--- config.mk ---
export PLATFORM = sky130hd
export DESIGN_NAME = uart_tx_arbiter
export DESIGN_NICKNAME = d
export VERILOG_FILES = /design/src/rtl/uart_tx_arbiter_pkg.sv /design/src/rtl/rr_arbiter.sv /design/src/rtl/uart_tx_arbiter.sv
export SDC_FILE = /design/constraint.sdc
export NUM_CORES = 1
export LEC_CHECK = 0
export BUFFER_PORTS_ARGS = -buffer_cell sky130_fd_sc_hd__buf_2
export CORE_AREA = 2 2 61 106
export DETAILED_ROUTE_END_ITERATION = 16
export DIE_AREA = 0 0 63 108
export PLACE_DENSITY = 0.8
export SKIP_CTS_REPAIR_TIMING = 1
export SLEW_MARGIN = 20
export SYNTH_ARGS = -nofsm -noshare
export SYNTH_HDL_FRONTEND = slang
export SYNTH_SLANG_ARGS = --single-unit
--- constraint.sdc ---
create_clock -name clk -period 6.1 [get_ports clk]
set_clock_uncertainty 0.15 [all_clocks]
set_input_delay 0.915 -clock clk [delete_from_list [all_inputs] [get_ports clk]]
set_output_delay 0.915 -clock clk [all_outputs]
set_load 0.005 [all_outputs]
--- src/rtl/uart_tx_arbiter_pkg.sv ---
// uart_tx_arbiter_pkg: uart register map defaults, FSM state encoding and byte-order helper
package uart_tx_arbiter_pkg;
  localparam logic [7:0] STATUS_ADDR_DEF  = 8'd1;
  localparam logic [7:0] DATA_ADDR_DEF    = 8'd2;
  localparam int         TX_READY_BIT_DEF = 1;
  typedef enum logic [2:0] {
    IDLE    = 3'd0,
    POLL_A  = 3'd1,
    CHECK_A = 3'd2,
    WRITE_A = 3'd3,
    POLL_B  = 3'd4,
    CHECK_B = 3'd5,
    WRITE_B = 3'd6
  } state_e;
  function automatic logic [7:0] pick_byte(input logic [15:0] w, input logic msb_first, input logic second);
    return (msb_first ^ second) ? w[15:8] : w[7:0];
  endfunction
endpackage

--- src/rtl/rr_arbiter.sv ---
// rr_arbiter: combinational round robin; req/ptr in, one-hot gnt and its index idx out, search starts at ptr+1
module rr_arbiter #(
  parameter int N = 4
) (
  input  logic [N-1:0] req,
  input  logic [2:0]   ptr,
  output logic [N-1:0] gnt,
  output logic [2:0]   idx
);
  logic found;
  always_comb begin
    gnt = '0;
    idx = '0;
    found = 1'b0;
    for (int i = 0; i < N; i++)
      for (int j = 0; j < N; j++)
        if (!found && req[j] && j == (int'(ptr) + 1 + i) % N) begin
          found = 1'b1;
          gnt[j] = 1'b1;
          idx = 3'(j);
        end
  end
endmodule

--- src/rtl/uart_tx_arbiter.sv ---
// uart_tx_arbiter: RR-shares one uart bus among N_REQ 16-bit valid/ready sources; ports req_*, busy/grant_id/words_sent status, uart_* register bus
module uart_tx_arbiter
  import uart_tx_arbiter_pkg::*;
#(
  parameter int         N_REQ        = 4,
  parameter bit         MSB_FIRST    = 1'b1,
  parameter logic [7:0] STATUS_ADDR  = STATUS_ADDR_DEF,
  parameter logic [7:0] DATA_ADDR    = DATA_ADDR_DEF,
  parameter int         TX_READY_BIT = TX_READY_BIT_DEF
) (
  input  logic                 clk,
  input  logic                 rst,
  input  logic [N_REQ-1:0]     req_valid,
  input  logic [16*N_REQ-1:0]  req_data,
  output logic [N_REQ-1:0]     req_ready,
  output logic                 busy,
  output logic [2:0]           grant_id,
  output logic [15:0]          words_sent,
  output logic [7:0]           uart_address,
  output logic [7:0]           uart_din,
  output logic                 uart_w_en,
  output logic                 uart_r_en,
  input  logic [7:0]           uart_dout
);
  state_e state_q, state_d;
  logic [2:0] ptr_q, ptr_d, grant_id_q, grant_id_d, gnt_idx;
  logic [15:0] word_q, word_d, words_sent_q, words_sent_d, word_sel;
  logic [7:0] addr_q, addr_d, din_q, din_d;
  logic w_en_q, w_en_d, r_en_q, r_en_d;
  logic [N_REQ-1:0] gnt;
  logic accept, tx_ready, unused_dout;
  rr_arbiter #(.N(N_REQ)) u_rr (.req(req_valid), .ptr(ptr_q), .gnt(gnt), .idx(gnt_idx));
  // ready is masked during reset so every output reads 0 while rst is held
  assign req_ready = (state_q == IDLE && !rst) ? gnt : '0;
  assign accept = |req_ready;
  assign tx_ready = uart_dout[TX_READY_BIT];
  assign unused_dout = ^uart_dout;
  always_comb begin
    word_sel = '0;
    for (int i = 0; i < N_REQ; i++)
      if (gnt[i]) word_sel = req_data[16*i +: 16];
  end
  always_comb begin
    state_d = state_q;
    case (state_q)
      IDLE:    state_d = accept ? POLL_A : IDLE;
      POLL_A:  state_d = CHECK_A;
      CHECK_A: state_d = tx_ready ? WRITE_A : POLL_A;
      WRITE_A: state_d = POLL_B;
      POLL_B:  state_d = CHECK_B;
      CHECK_B: state_d = tx_ready ? WRITE_B : POLL_B;
      default: state_d = IDLE;
    endcase
    ptr_d = accept ? gnt_idx : ptr_q;
    grant_id_d = accept ? gnt_idx : grant_id_q;
    word_d = accept ? word_sel : word_q;
    words_sent_d = (state_q == WRITE_B) ? words_sent_q + 16'd1 : words_sent_q;
    // bus strobes are decoded from the next state so they register in step with it
    r_en_d = state_d inside {POLL_A, CHECK_A, POLL_B, CHECK_B};
    w_en_d = state_d inside {WRITE_A, WRITE_B};
    addr_d = r_en_d ? STATUS_ADDR : w_en_d ? DATA_ADDR : addr_q;
    din_d = w_en_d ? pick_byte(word_q, MSB_FIRST, state_d == WRITE_B) : din_q;
  end
  always_ff @(posedge clk or posedge rst)
    if (rst) begin
      state_q <= IDLE;
      ptr_q <= 3'(N_REQ - 1);
      grant_id_q <= '0;
      word_q <= '0;
      words_sent_q <= '0;
      addr_q <= '0;
      din_q <= '0;
      w_en_q <= 1'b0;
      r_en_q <= 1'b0;
    end else begin
      state_q <= state_d;
      ptr_q <= ptr_d;
      grant_id_q <= grant_id_d;
      word_q <= word_d;
      words_sent_q <= words_sent_d;
      addr_q <= addr_d;
      din_q <= din_d;
      w_en_q <= w_en_d;
      r_en_q <= r_en_d;
    end
  assign busy = state_q != IDLE;
  assign grant_id = grant_id_q;
  assign words_sent = words_sent_q;
  assign uart_address = addr_q;
  assign uart_din = din_q;
  assign uart_w_en = w_en_q;
  assign uart_r_en = r_en_q;
endmodule

==> flow_summary.json <==
{
  "core_um2": 5880,
  "clock_latency_ns": 0.30,
  "worstSetupStartpoint": "req_valid[3]",
  "cts_num_sinks": 51,
  "antenna_cells": 0,
  "antenna_left": 0,
  "slew_headroom_pct": 44.5,
  "worst_slew_pin_slew_ns": 0.830,
  "synth-main-ff-cell": "dfrtp_1",
  "postPlaceCellArea_um2": 3390,
  "dp_hpwl_mm": 4.75,
  "drt_iter0_markers": 82,
  "synth_warnings": 0,
  "async_flop_share_pct": 100,
  "multi_input_area_um2": 1320,
  "vias_per_cell": 5.13,
  "cts-root-buf": "clkbuf_8",
  "r2r-start": "ptr_q[1]$_DFFE_PP1P_",
  "nets": 457,
  "antenna_found_initial": 0,
  "stdcell_area_um2": 3500,
  "cp_data_arrival_time_ns": 2.30,
  "numCtsBuffers": 5,
  "grt_usage_pct": 18.7,
  "clock.fmax_ghz": 0.297,
  "syn2layout_area_growth_pct": 22.0,
  "cts_tree": "built",
  "drc_errors": 0,
  "netlist-cell-type-count": 44,
  "hp-start": "words_sent[15]$_DFFE_PP0N_",
  "ys_ff_latch": 51,
  "syn_area_per_cell_um2": 10.3,
  "io_pins": 120,
  "fillers": 546,
  "grt_pass1_vias": 2353,
  "ys_seq_area_share_pct": 44.6,
  "fp.dieH_um": 108,
  "required_ns": 5.03,
  "ir_drop_mv": 0.183,
  "mostFrequentLayoutCell": "buf_2",
  "start_util_pct": 48.8,
  "path_max_fanout": 18,
  "mostFrequentLayoutCells": "105 x buf_2, 49 x dfrtp_1, 41 x inv_1, 17 x nand2_1",
  "die_width_um": 63,
  "synth_area_um2": 2870,
  "maxCapViolations": 0,
  "final_layout_size_suffix_gt1_share_pct": 36.1,
  "leakagePower_nw": 1.94,
  "startpoint_type": "primary input",
  "die_area_um2": 6800,
  "post-route-period-util_pct": 55.1,
  "rsz0062_at_grt": "false",
  "row_count": 37,
  "power_density_nw_per_um2": 372,
  "grt_max_degree": 52,
  "drtPass1Iterations": 4,
  "seq_area_um2": 1280,
  "outcome": "finished clean",
  "gr-total-overflow": 0,
  "fin_setup_tns_ns": 0,
  "hp-class": "reg2reg",
  "drt_wl_total_mm": 6.09,
  "setup_violations": 0,
  "final-hold-violation-count": 0,
  "min_period_ns": 3.36,
  "grt_first_pass_wirelength_mm": 10.3,
  "routabilityCongestion": 0.811,
  "vias": 2344,
  "htreeDepth": 2,
  "slew_viol_final": 0,
  "synth_edf_count": 0,
  "end_kind": "output port",
  "port_buffers": 105,
  "cts_buffer_depth": 2,
  "syn_inst": 280,
  "critPathKind": "in2out",
  "clk_pin_slew_ns": 0.09,
  "wl_per_cell_um": 13.3
}
## worst max-delay path, stage by stage
cell and delay, ns:
buf_2 0.14, o21a_1 0.17, o22ai_1 0.16, and2_1 0.59, and2_1 0.21, buf_2 0.10
## routing by layer
layer / routed length [um] / track usage (%) / vias up
met3: 315 / 3.12 / 6
met5: 0 / 0 / -
met4: 74 / 6.03 / 0
met2: 3310 / 35.9 / 83
met1: 2390 / 20.4 / 1087
li1: - / - / 1168
## layout make-up
cell class	instances	area share [%]
Tap cell	78	2.79
Inverter	42	4.50
Clock buffer	5	1.96
Sequential cell	51	36.5
Timing Repair Buffer	106	15.2
Clock inverter	3	1.25
Multi-Input combinational cell	172	37.8
## metrics by stage
step                power, mW  hold slack (ns)  setup slack (ns)  util (%)  instances
CTS                      1.32            0.318              2.75      59.6        457
global placement         1.06            0.303              2.78      57.7        449
finish                   1.30            0.315              2.74      59.6        457
global route             1.40            0.352              2.68      59.6        457
floorplan               0.944            0.314              2.47         -        286
detailed placement       1.08            0.301              2.76      57.7        449
## state kept, by name, indices dropped and copies added, names as in the netlist
signal	count
grant_id	2
ptr_q	2
state_q	3
uart_address	2
uart_din	8
uart_r_en	1
uart_w_en	1
word_q	16
words_sent	16
## report_power, final
group	leakage [nW]	switching (mW)	internal, mW
Clock	0.0581	0.111	0.122
Combinational	1.24	0.245	0.278
Sequential	0.650	0.0882	0.458
Total	1.94	0.444	0.858
## Yosys cell counts (all sizes together) (2+ instances only)
cell type | number | share of area [%]
nand4 | 2 | 0.44
a221o | 16 | 5.6
o32ai | 16 | 4.9
xnor2 | 10 | 3.1
nor4 | 2 | 0.44
and3 | 2 | 0.44
o21a | 2 | 0.78
mux2 | 19 | 9.4
nand3 | 10 | 1.7
and2 | 3 | 0.65
a21oi | 5 | 0.87
xor2 | 6 | 1.8
mux2i | 8 | 2.8
inv | 42 | 5.5
nor2b | 4 | 0.87
o21ai | 15 | 2.7
dfstp | 2 | 1.8
nor3 | 2 | 0.35
nand2 | 17 | 2.2
buf | 18 | 4.3
nor2 | 13 | 1.7
o211ai | 2 | 0.70
dfrtp | 49 | 43
clkbuf | 3 | 0.39
## path summary, 6_finish.rpt
| check | end | slack (ns) | cells past startpoint |
|---|---|---|---|
| worst min register to register | words_sent[15]$_DFFE_PP0N_ | 0.32 | 1 |
| min in group asynchronous | grant_id[1]$_DFFE_PP0P_ | 0.65 | 3 |
| max in group asynchronous | word_q[7]$_DFFE_PP0P_ | 4.74 | 3 |
| worst min-delay path | words_sent[15]$_DFFE_PP0N_ | 0.32 | 1 |
| worst max register to register | word_q[13]$_DFFE_PP0P_ | 3.47 | 4 |
| worst max-delay path | req_ready[1] | 2.74 | 6 |
## logic make-up (layout without fill, tap and decap cells)
logic type | count (synthesis) | count (layout) | share of synthesized area, %
buffers and inverters | 63 | 156 | 10.2
AO/OA/AOI/OAI | 62 | 62 | 17.8
adder cells (fa/ha/maj) | 1 | 1 | 0.436
multiplexers | 27 | 27 | 12.2
other | 1 | 7 | 0.131
XOR/XNOR | 16 | 16 | 4.88
flip-flops | 51 | 51 | 44.6
AND/OR/NAND/NOR | 59 | 59 | 9.85
No activity file was read; power rests on OpenSTA's default activity.
